### src/rtl/vex_uop_sequencer_if.sv
// Issue-side and vex-side handshake bundle of the uop sequencer.
// slave = the sequencer itself, master = whoever drives issue and models vex.
interface vex_uop_sequencer_if #(
  parameter int VECTOR_REGISTERS   = 32,
  parameter int VECTOR_LANES       = 8,
  parameter int MAX_VL             = 32,
  parameter int VECTOR_TICKET_BITS = 5
);
  localparam int DST_W = $clog2(VECTOR_REGISTERS);
  localparam int VL_W  = $clog2(MAX_VL) + 1;
  localparam int NU    = MAX_VL / VECTOR_LANES;
  localparam int IDX_W = (NU > 1) ? $clog2(NU) : 1;

  // Both handshakes: a transfer happens on a cycle where valid & ready are high;
  // the offering side holds its payload stable until that cycle.
  logic                          instr_valid_i;
  logic                          instr_ready_o;
  logic [VL_W-1:0]               instr_vl_i;
  logic [DST_W-1:0]              instr_dst_i;
  logic [VECTOR_TICKET_BITS-1:0] instr_ticket_i;
  logic                          instr_rdc_i;

  logic                          uop_valid_o;
  logic                          uop_ready_i;
  logic [DST_W-1:0]              uop_dst_o;
  logic [VECTOR_TICKET_BITS-1:0] uop_ticket_o;
  logic                          uop_head_o;
  logic                          uop_end_o;
  logic [VECTOR_LANES-1:0]       uop_lane_en_o;
  logic [IDX_W-1:0]              uop_idx_o;

  logic                          vex_idle_i;

  modport slave (
    input  instr_valid_i, instr_vl_i, instr_dst_i, instr_ticket_i, instr_rdc_i,
    output instr_ready_o,
    output uop_valid_o, uop_dst_o, uop_ticket_o, uop_head_o, uop_end_o,
    output uop_lane_en_o, uop_idx_o,
    input  uop_ready_i, vex_idle_i
  );

  modport master (
    output instr_valid_i, instr_vl_i, instr_dst_i, instr_ticket_i, instr_rdc_i,
    input  instr_ready_o,
    input  uop_valid_o, uop_dst_o, uop_ticket_o, uop_head_o, uop_end_o,
    input  uop_lane_en_o, uop_idx_o,
    output uop_ready_i, vex_idle_i
  );
endinterface

### src/rtl/vex_uop_sequencer.sv
// Splits one vector instruction into ceil(vl/VECTOR_LANES) uops for vex,
// draining the vex pipeline around reduction instructions.
module vex_uop_sequencer #(
  parameter int VECTOR_REGISTERS   = 32,
  parameter int VECTOR_LANES       = 8,
  parameter int MAX_VL             = 32,
  parameter int VECTOR_TICKET_BITS = 5
) (
  input  logic              clk,
  input  logic              rst_n,
  vex_uop_sequencer_if.slave bus,
  output logic              busy_o,
  output logic [1:0]        state_dbg
);
  localparam int DST_W = $clog2(VECTOR_REGISTERS);
  localparam int VL_W  = $clog2(MAX_VL) + 1;
  localparam int NU    = MAX_VL / VECTOR_LANES;
  localparam int IDX_W = (NU > 1) ? $clog2(NU) : 1;
  localparam int LOG_L = $clog2(VECTOR_LANES);
  localparam int NU_W  = VL_W + 1;

  localparam logic [1:0] S_IDLE  = 2'd0;
  localparam logic [1:0] S_DRAIN = 2'd1;
  localparam logic [1:0] S_ISSUE = 2'd2;

  localparam logic [VL_W-1:0]  MAX_VL_V = VL_W'(MAX_VL);
  localparam logic [DST_W:0]   NREG_V   = (DST_W+1)'(VECTOR_REGISTERS);

  logic [1:0]                    state;
  logic [VL_W-1:0]               vl_q;
  logic [DST_W-1:0]              dst_q;
  logic [VECTOR_TICKET_BITS-1:0] ticket_q;
  logic                          rdc_q;
  logic [IDX_W-1:0]              idx_q;
  logic                          rdc_pending;

  logic             accept;
  logic             issue;
  logic             fire;
  logic             is_end;
  logic [NU_W-1:0]  nuops;
  logic [NU_W-1:0]  idx_w;
  logic [NU_W-1:0]  base;
  logic [DST_W:0]   dst_sum;
  logic [DST_W-1:0] dst_mod;

  assign issue     = (state == S_ISSUE);
  assign state_dbg = state;
  assign busy_o    = (state != S_IDLE) | rdc_pending;

  // Ready is forced low while reset is held so nothing is taken during reset.
  assign bus.instr_ready_o = rst_n & (state == S_IDLE) & (~rdc_pending | bus.vex_idle_i);
  assign accept            = bus.instr_valid_i & bus.instr_ready_o;
  assign fire              = issue & bus.uop_ready_i;

  always_comb begin
    nuops   = ({1'b0, vl_q} + NU_W'(VECTOR_LANES - 1)) >> LOG_L;
    idx_w   = NU_W'(idx_q);
    base    = idx_w << LOG_L;
    is_end  = (idx_w == (nuops - NU_W'(1)));
    dst_sum = {1'b0, dst_q} + (DST_W+1)'(idx_q);
    dst_mod = (dst_sum >= NREG_V) ? DST_W'(dst_sum - NREG_V) : dst_sum[DST_W-1:0];
  end

  // Every uop field is zero whenever no uop is presented.
  always_comb begin
    bus.uop_valid_o   = 1'b0;
    bus.uop_dst_o     = '0;
    bus.uop_ticket_o  = '0;
    bus.uop_head_o    = 1'b0;
    bus.uop_end_o     = 1'b0;
    bus.uop_lane_en_o = '0;
    bus.uop_idx_o     = '0;
    if (issue) begin
      bus.uop_valid_o  = 1'b1;
      bus.uop_dst_o    = dst_mod;
      bus.uop_ticket_o = ticket_q;
      bus.uop_head_o   = (idx_q == '0);
      bus.uop_end_o    = is_end;
      bus.uop_idx_o    = idx_q;
      for (int k = 0; k < VECTOR_LANES; k++) begin
        bus.uop_lane_en_o[k] = ((base + NU_W'(k)) < {1'b0, vl_q});
      end
    end
  end

  always_ff @(posedge clk or negedge rst_n) begin
    if (!rst_n) begin
      state       <= S_IDLE;
      vl_q        <= '0;
      dst_q       <= '0;
      ticket_q    <= '0;
      rdc_q       <= 1'b0;
      idx_q       <= '0;
      rdc_pending <= 1'b0;
    end else begin
      case (state)
        S_IDLE: begin
          if (accept) begin
            vl_q        <= bus.instr_vl_i;
            dst_q       <= bus.instr_dst_i;
            ticket_q    <= bus.instr_ticket_i;
            rdc_q       <= bus.instr_rdc_i;
            idx_q       <= '0;
            rdc_pending <= 1'b0;
            // A zero-length instruction is consumed without producing uops.
            if (bus.instr_vl_i == '0)  state <= S_IDLE;
            else if (bus.instr_rdc_i)  state <= S_DRAIN;
            else                       state <= S_ISSUE;
          end
        end
        S_DRAIN: begin
          if (bus.vex_idle_i) state <= S_ISSUE;
        end
        S_ISSUE: begin
          if (fire) begin
            if (is_end) begin
              state       <= S_IDLE;
              rdc_pending <= rdc_q;
            end else begin
              idx_q <= idx_q + IDX_W'(1);
            end
          end
        end
        default: state <= S_IDLE;
      endcase
    end
  end

  a_vl_legal: assert property (@(posedge clk) disable iff (!rst_n)
    accept |-> (bus.instr_vl_i <= MAX_VL_V));

endmodule

### src/flat_wrapper.sv
// flat-port wrapper written by rule: the top's interface ports become plain ports
module vex_uop_sequencer_flat 
#(
  parameter int VECTOR_REGISTERS   = 32,
  parameter int VECTOR_LANES       = 8,
  parameter int MAX_VL             = 32,
  parameter int VECTOR_TICKET_BITS = 5
)
  (clk, rst_n, busy_o, state_dbg, bus_instr_valid_i, bus_instr_vl_i, bus_instr_dst_i, bus_instr_ticket_i, bus_instr_rdc_i, bus_instr_ready_o, bus_uop_valid_o, bus_uop_dst_o, bus_uop_ticket_o, bus_uop_head_o, bus_uop_end_o, bus_uop_lane_en_o, bus_uop_idx_o, bus_uop_ready_i, bus_vex_idle_i);
  vex_uop_sequencer_if #(.VECTOR_REGISTERS(VECTOR_REGISTERS), .VECTOR_LANES(VECTOR_LANES), .MAX_VL(MAX_VL), .VECTOR_TICKET_BITS(VECTOR_TICKET_BITS)) bus_i ();
  input  logic clk;
  input  logic rst_n;
  output logic busy_o;
  output logic [1:0] state_dbg;
  input wire logic [$bits(bus_i.instr_valid_i)-1:0] bus_instr_valid_i;
  input wire logic [$bits(bus_i.instr_vl_i)-1:0] bus_instr_vl_i;
  input wire logic [$bits(bus_i.instr_dst_i)-1:0] bus_instr_dst_i;
  input wire logic [$bits(bus_i.instr_ticket_i)-1:0] bus_instr_ticket_i;
  input wire logic [$bits(bus_i.instr_rdc_i)-1:0] bus_instr_rdc_i;
  output wire logic [$bits(bus_i.instr_ready_o)-1:0] bus_instr_ready_o;
  output wire logic [$bits(bus_i.uop_valid_o)-1:0] bus_uop_valid_o;
  output wire logic [$bits(bus_i.uop_dst_o)-1:0] bus_uop_dst_o;
  output wire logic [$bits(bus_i.uop_ticket_o)-1:0] bus_uop_ticket_o;
  output wire logic [$bits(bus_i.uop_head_o)-1:0] bus_uop_head_o;
  output wire logic [$bits(bus_i.uop_end_o)-1:0] bus_uop_end_o;
  output wire logic [$bits(bus_i.uop_lane_en_o)-1:0] bus_uop_lane_en_o;
  output wire logic [$bits(bus_i.uop_idx_o)-1:0] bus_uop_idx_o;
  input wire logic [$bits(bus_i.uop_ready_i)-1:0] bus_uop_ready_i;
  input wire logic [$bits(bus_i.vex_idle_i)-1:0] bus_vex_idle_i;
  assign bus_i.instr_valid_i = bus_instr_valid_i;
  assign bus_i.instr_vl_i = bus_instr_vl_i;
  assign bus_i.instr_dst_i = bus_instr_dst_i;
  assign bus_i.instr_ticket_i = bus_instr_ticket_i;
  assign bus_i.instr_rdc_i = bus_instr_rdc_i;
  assign bus_instr_ready_o = bus_i.instr_ready_o;
  assign bus_uop_valid_o = bus_i.uop_valid_o;
  assign bus_uop_dst_o = bus_i.uop_dst_o;
  assign bus_uop_ticket_o = bus_i.uop_ticket_o;
  assign bus_uop_head_o = bus_i.uop_head_o;
  assign bus_uop_end_o = bus_i.uop_end_o;
  assign bus_uop_lane_en_o = bus_i.uop_lane_en_o;
  assign bus_uop_idx_o = bus_i.uop_idx_o;
  assign bus_i.uop_ready_i = bus_uop_ready_i;
  assign bus_i.vex_idle_i = bus_vex_idle_i;
  vex_uop_sequencer #(.VECTOR_REGISTERS(VECTOR_REGISTERS), .VECTOR_LANES(VECTOR_LANES), .MAX_VL(MAX_VL), .VECTOR_TICKET_BITS(VECTOR_TICKET_BITS)) u_core (.clk(clk), .rst_n(rst_n), .bus(bus_i), .busy_o(busy_o), .state_dbg(state_dbg));
endmodule
### config.mk
export PLATFORM = sky130hd
export DESIGN_NAME = vex_uop_sequencer_flat
export DESIGN_NICKNAME = d
export VERILOG_FILES = /design/src/rtl/vex_uop_sequencer_if.sv /design/src/rtl/vex_uop_sequencer.sv /design/src/flat_wrapper.sv
export SDC_FILE = /design/constraint.sdc
export NUM_CORES = 1
export LEC_CHECK = 0
export CAP_MARGIN = 20
export CORE_ASPECT_RATIO = 0.6
export CORE_MARGIN = 2
export CORE_UTILIZATION = 45
export CTS_CLUSTER_SIZE = 25
export DETAILED_ROUTE_END_ITERATION = 10
export PLACE_DENSITY = 0.8
export SLEW_MARGIN = 10
export SYNTH_ARGS = -nofsm -noshare
export SYNTH_HDL_FRONTEND = slang
export SYNTH_SLANG_ARGS = --single-unit
### constraint.sdc
create_clock -name clk -period 2.7 [get_ports clk]
set_input_delay 0.54 -clock clk [delete_from_list [all_inputs] [get_ports clk]]
set_output_delay 0.54 -clock clk [all_outputs]
set_load 0.03 [all_outputs]
; Word level (Yosys, flattened, before mapping)
; Cells that the tools add are included.
[totals]
reg_bits = 22
latchBits = 0
ramBits = 0
rom_bits = 0
input_bits = 22
output_inout_bits = 27
elab_cells = 75
n_memories = 0
[classes]
add_sub_neg = 12
multipliers = 0
div = 0
order_cmp = 9
n_eq_ne = 8
shift = 0
n_mux = 23
n_bitwise = 7
n_reduce_logical = 9
[ops]
columns = operator, count
row1 = $lt 7x6->1, 7
row2 = $add 5x3->6 const B, 4
row3 = $mux 2, 10
row4 = $mux 5, 3
row5 = $add 5x2->6 const B, 2
row6 = $reduce_and 4->1, 3
row7 = $mux 8, 1
row8 = $ne 2x2->1 const B, 4
row9 = $add 6x3->7 const B, 1
row10 = $eq 2x7->1, 1
row11 = $add 5x1->6 const B, 1
row12 = $add 5x2->6, 1
row13 = $ge 6x6->1 const B, 1
row14 = $logic_not 6->1, 1
row15 = $lt 5x6->1, 1
row16 = $mux 1, 6
row17 = $pmux 2 s3, 1
row18 = $sub 4x1->5 const B, 1
row19 = $sub 5x1->5 const B, 1
row20 = $and 1x1->1, 4
row21 = $logic_not 2->1, 2
row22 = $pmux 2 s2, 1
row23 = $reduce_bool 2->1, 2
row24 = $add 2x1->2 const B, 1
row25 = 7 further kinds, 8

; Depth between registers and ports, before layout
; Gate-level depths: netlist of the first run.
[depth]
depth_word = 6
depth_mapped = 10

; Worst setup path before layout of the first run
; OpenSTA, ideal clock, no wires.
[synth_path]
path_type = flip-flop to output port
startpoint = register u_core.vl_q[1]
endpoint = output port bus_uop_end_o
t_arrival_ns = 2.055
setup_slack_ns = 0.105
stages_incl_launch_ff = 9
n_path_buf = 1
cell_sequence = dfrtp_1 > buf_2 > nor3_4 > nor2_1 > xnor2_1 > ha_1 > xor2_1 > o2111ai_2 > nor2_1
[synth_between]
elab_chain_len = 4
[synth_lines]
columns = item, line_no
row1 = start: declaration, vex_uop_sequencer.sv:30  ; logic [VL_W-1:0] vl_q;
row2 = start signal: assignment, vex_uop_sequencer.sv:100  ; vl_q <= bus.instr_vl_i;
row3 = $add 6x3->7, vex_uop_sequencer.sv:57  ; nuops = ({1'b0, vl_q} + NU_W'(VECTOR_LANES - 1)) >> LOG_L;
row4 = $sub 4x1->5, vex_uop_sequencer.sv:60  ; is_end = (idx_w == (nuops - NU_W'(1)));
row5 = $eq 2x7->1, vex_uop_sequencer.sv:60
row6 = $mux 1, vex_uop_sequencer.sv:74  ; if (issue) begin
row7 = end: declaration, flat_wrapper.sv:25  ; output wire logic [$bits(bus_i.uop_end_o)-1:0] bus_uop_end_o;
; Every way passes these cells.

; Worst setup path after layout of the first run
[layout_path]
startpoint = register u_core.vl_q[2]
endpoint = output port bus_uop_end_o
; Same word-level chain as after synthesis.

==> results of run 1 <==
-- per-stage QoR --
step	TNS (ps)	instances	cell area, um^2	setup WS, ps
5_1_grt	-289	265	2000	-271
4_1_cts	-104	261	1960	-104
3_3_place_gp	0	258	1930	184
6_report	-123	265	2000	-123
2_1_floorplan	0	170	1390	105
3_5_place_dp	0	258	1930	152
-- cell families after synthesis --
group	Yosys count	synth area share, %
adders and majority gates	8	7.73
xor gates and xnor gates	8	6.02
buffers and inverters	18	5.48
AOI/OAI and AO/OA	23	11.1
muxes	1	0.719
DFF	22	39.5
and+or+nand+nor	90	29.5
-- worst max-delay path: stages (launching register included) --
cell and delay, ps:
dfrtp_2 460, nor3_4 350, nor2_2 90, xnor2_1 190
ha_1 280, xor2_1 190, o2111ai_2 150, nor2_1 150
buf_4 180
-- metal layers --
metal  share of wire, %  vias to the layer above  global-route usage (%)
met5                  0                        -                       0
met4               0.89                        0                    4.56
met3                7.8                        8                    6.65
met2                 47                       51                    40.2
met1                 44                      618                    29.9
li1                   -                      666                       -
-- layout make-up --
| type | count | area (um^2) | area share, % |
|---|---|---|---|
| timing repair buffer | 58 | 539 | 26.9 |
| sequential | 22 | 552 | 27.6 |
| clock buffer | 3 | 41.3 | 2.06 |
| multi-input combinational | 130 | 779 | 38.9 |
| tap | 42 | 52.6 | 2.63 |
| inverter | 10 | 37.5 | 1.88 |
-- repair_timing --
action                                  in CTS  in global routing
endpoints found under the setup margin      12                  2
setup buffers                                0                  4
resized for setup                           13                  3
pin swaps                                    1                  3
endpoints found under the hold margin        0                  0
-- worst max-delay path by stage --
stage | slack (ps) | endpoint | cells past startpoint | from
global placement | 180 | bus_uop_dst_o[4] | 6 | u_core.idx_q[0]$_DFFE_PN0P_
floorplan | 110 | bus_uop_end_o | 8 | u_core.vl_q[1]$_DFFE_PN0P_
global route | -270 | bus_uop_end_o | 8 | u_core.vl_q[2]$_DFFE_PN0P_
finish | -120 | bus_uop_end_o | 8 | u_core.vl_q[2]$_DFFE_PN0P_
detailed placement | 150 | bus_uop_dst_o[4] | 6 | u_core.idx_q[0]$_DFFE_PN0P_
CTS | -100 | bus_uop_end_o | 8 | u_core.vl_q[2]$_DFFE_PN0P_
-- state kept, by name (all words and copies together) (netlist names) --
| register | cells |
|---|---|
| u_core.idx_q | 2 |
| u_core.dst_q | 5 |
| u_core.vl_q | 6 |
| u_core.state_dbg | 2 |
| u_core.rdc_q | 1 |
| u_core.rdc_pending | 1 |
| u_core.ticket_q | 5 |
-- cell usage in the layout, fill, tap and decap left out, types with 3 or more instances in the layout --
master	n
clkbuf_8	3
xnor2_1	4
buf_4	12
nand2_1	50
dlygate4sd2_1	11
clkdlybuf4s50_1	34
ha_1	7
inv_1	9
and2_1	8
a21oi_1	9
nor2_1	15
o21ai_0	4
dfrtp_1	21
==> out/results.ini, run 1 <==
[outcome]
status=finished, violations left
violations=setup timing

[setup_path]
critPathArrivalTime_ps=2280
r2r_start=u_core.vl_q[2]$_DFFE_PN0P_
crit_type=reg2out
required_ps=2160
worst-r2r-cell-count=10
rrSetupSlack_ps=320
crit_fanout=6
r2r-end=u_core.idx_q[1]$_DFFE_PN0P_
endpoint_kind=primary output
critPathLaunchType=flop

[sta]
period_needed_ps=2820
fmax_mhz=354
finalWorstSetupSlack_ps=-123
worst_slew_pin_slew_ps=334
fin_skew_ps=2.74
grt_setup_unrepaired=yes
drv_slew=0
setup_violations=1
min_period_over_period_pct=105
max_slew_margin_pct=77.8
finalHoldViolCount=0
whs_ps=482

[detailed_routing]
drt_iter0_drc=91
vias=1343
drcViolationCount=0
postRouteAntennaNets=0
via_per_inst=5.07
drtPass1Iterations=4
wl_per_cell_um=14.5
routed_wl_mm=3.84

[cts]
clock_latency_ps=260
clk_pin_slew_worst_paths_ps=80
cts_tree=built
htreeDepth=1
root_buffer=clkbuf_8
clockBufferDepth=2
numCtsBuffers=3
ctsHoldBuffers=0
clkSinkCount=22

[worst_hold_path]
hold_path_class=reg2reg
holdPathStages=2
hold_end=u_core.ticket_q[0]$_DFFE_PN0P_
hold_path_startpoint=u_core.ticket_q[0]$_DFFE_PN0P_

[yosys]
synth_most_common_cell=nand2_1
synth_warnings=0
synth_edf_count=0
synthTopCellsByArea=dfrtp_1 40%, nand2_1 13%, ha_1 6.3%, nor2_1 4.3%, and2_1 3.6%
seq_area_frac_synth_pct=39.5
yosys.area.top_type_share_pct=39.5
syn-cell-area_um2=1390
synth_largest_area_cell=dfrtp_1
syn_area_per_cell_um2=8.19
syn-instance-count=170
yosysUniqueCellTypes=37
ys_ff_latch=22
synth_common_cells=50 x nand2_1, 22 x dfrtp_1, 16 x nor2_1
syn-num-nets=200
async_flop_share_pct=100
synth-main-ff-cell=dfrtp_1

[floorplanning]
fp.dieW_um=75.8
die_area_um2=3570
rows=15
num_io_pins=49
initial_utilization_pct=47.9
die_y_um=47.1
fp.coreArea_um2=2910

[grt]
first_global_vias=1303
antenna_found_initial=0
grt_max_degree=23
grt_pass1_wl_mm=6.07
grt_util_all_layers_pct=23.3
grt_overflow=0

[layout]
drive_gt1_share_pct=10.3
fillers=243
area_growth_pct=43.8
fin_util_pct=68.8
n_antenna_cell=0
nets=255

[place]
dp_hpwl_mm=2.75
io_buffer_count=48
gp_congestion=0.805

[flow_run]
maxCapViolCount=0

Power of run 1 is not shown: default switching activity piles up to over one toggle a cycle in this logic, so the estimate is an artifact.
==> inputs of run 2 (changes only) <==
- CELL_PAD_IN_SITES_DETAIL_PLACEMENT: default -> 1
- CELL_PAD_IN_SITES_GLOBAL_PLACEMENT: default -> 1
- CORE_UTILIZATION: 45 -> 32
- PLACE_DENSITY: 0.8 -> default
- PLACE_DENSITY_LB_ADDON: default -> 0.1
==> run 2 against run 1 <==
Effect of this change: the run still ends with setup timing left; clock skew increased by 2.5 ps; die area grew 38%; critical path depth stayed put; via count rose by 3.8%; sequential share of layout area down 1.0 points; setup slack better by 100 ps; design area is 3.6% higher; fmax grew 3.8%; register-to-register slack improved by 160 ps; largest cell class unchanged.
==> out/results.ini, run 2 (synthesized netlist as in run 1, its figures left out) <==
[outcome]
status=finished, violations left
violations=setup timing

[layout]
stdcell_count=289
reg_top3=u_core.vl_q: 6 flops, u_core.dst_q: 5 flops, u_core.ticket_q: 5 flops
fillers=530
drive_gt1_share_pct=17.0
area_growth_pct=48.9
fin_util_pct=50.0
regMostFlops=u_core.vl_q
largest_reg_flops=6
seqCellArea_um2=551
multi_input_area_um2=805
layout_common_cells=50 x nand2_1, 34 x clkdlybuf4s50_1, 22 x dfrtp_1, 17 x buf_4, 15 x nor2_1
nets=260
n_antenna_cell=0
layout_commonest_cell=nand2_1

[setup_path]
crit_type=reg2out
r2r-end=u_core.idx_q[1]$_DFFE_PN0P_
path_common_cell=buf_4
critPathLaunchType=flop
r2r_start=u_core.vl_q[2]$_DFFE_PN0P_
worstPathCellList=nor3_4 -> buf_4 -> xnor2_2 -> ha_2 -> xor2_2 -> o2111ai_2 -> nor2_1 -> buf_4
path_depth=8
endpoint_kind=primary output
crit_fanout=4
worst-r2r-cell-count=10
required_ps=2160
cpLargestDelayFamily=simple AND/OR/NAND/NOR gates
startpoint=u_core.vl_q[2]$_DFFE_PN0P_
rrSetupSlack_ps=480
critPathBufInv=2
max_stage_delay_ps=410
endpoint=bus_uop_end_o
slowest_stage=dfrtp_1
critPathArrivalTime_ps=2180

[cts]
clkSinkCount=22
clk_pin_slew_worst_paths_ps=80
numCtsBuffers=3
htreeDepth=1
cts_tree=built
clock_latency_ps=260
clockBufferDepth=2
root_buffer=clkbuf_8
ctsHoldBuffers=0

[place]
io_buffer_count=48
dp_hpwl_mm=3.51
placed_cells=281
gp_congestion=0.789

[floorplanning]
die_area_um2=4910
initial_utilization_pct=33.6
die_y_um=55.1
fp.coreArea_um2=4140
num_io_pins=49
fp.dieW_um=89.2
rows=18

[grt]
grt_util_all_layers_pct=19.7
grt_max_degree=20
first_global_vias=1412
antenna_found_initial=0
grt_overflow=0
grt_pass1_wl_mm=7.06

[detailed_routing]
vias=1394
wl_per_cell_um=15.6
drtPass1Iterations=4
drcViolationCount=0
drt_iter0_drc=64
postRouteAntennaNets=0
routed_wl_mm=4.52
via_per_inst=4.82

[sta]
setup_violations=1
fin_skew_ps=5.26
min_period_over_period_pct=101
grt_setup_unrepaired=yes
fmax_mhz=368
finalHoldViolCount=0
finalWorstSetupSlack_ps=-18.6
drv_slew=0
worst_slew_pin_slew_ps=382
max_slew_margin_pct=74.5
period_needed_ps=2720

[flow_run]
maxCapViolCount=0

[worst_hold_path]
hold_path_class=reg2reg

[run 2: final cells by class]
cell class,instances,share of cell area (%)
multi-input cells,130,38.8
flip-flops and latches,22,26.6
inverters,10,1.81
clock buffers,4,2.66
repair buffers,63,26.6
well taps,60,3.62
[run 2: metal layers]
metal | share of wire [%] | vias to the layer above | track usage, % | wire (um)
met2 | 49 | 32 | 34.2 | 2200
met1 | 47 | 688 | 26.9 | 2110
li1 | - | 674 | - | -
met3 | 4.7 | 0 | 4.01 | 211
met5 | 0 | - | 0 | 0
met4 | 0 | 0 | 1.49 | 0
[run 2: worst reg2reg max path, cell delays in order, from the launching register on]
cell	delay, ps
dfrtp_1	410
nor3_4	300
buf_4	170
xnor2_2	100
ha_2	210
xor2_2	180
o31ai_1	110
o2111ai_2	80
buf_4	180
nand3_2	100
a32o_1	270
[run 2: through the flow]
stage	worst slack, ps	hold WS (ps)	cell area, um^2	setup TNS (ps)
floorplan	105	244	1390	0
global placement	212	450	1990	0
detailed placement	73.1	462	1990	0
CTS	43.9	495	2050	0
global route	-156	526	2070	-156
finish	-18.6	488	2070	-18.6
[run 2: worst min path at each step]
stage	startpoint	end	slack [ps]	cells after the start
2_1_floorplan	rst_n	u_core.dst_q[0]$_DFFE_PN0P_	240	0
3_3_place_gp	u_core.ticket_q[0]$_DFFE_PN0P_	u_core.ticket_q[0]$_DFFE_PN0P_	450	2
3_5_place_dp	u_core.ticket_q[1]$_DFFE_PN0P_	u_core.ticket_q[1]$_DFFE_PN0P_	460	2
4_1_cts	u_core.ticket_q[2]$_DFFE_PN0P_	u_core.ticket_q[2]$_DFFE_PN0P_	500	2
5_1_grt	rst_n	u_core.ticket_q[0]$_DFFE_PN0P_	530	1
6_report	u_core.ticket_q[2]$_DFFE_PN0P_	u_core.ticket_q[2]$_DFFE_PN0P_	490	2
[run 2: what timing repair did]
action	CTS	global route
endpoints found under the setup margin	12	7
setup buffers	2	2
gates resized for setup	12	21
pin swaps	1	5
Power of run 2 is left out for the same reason.
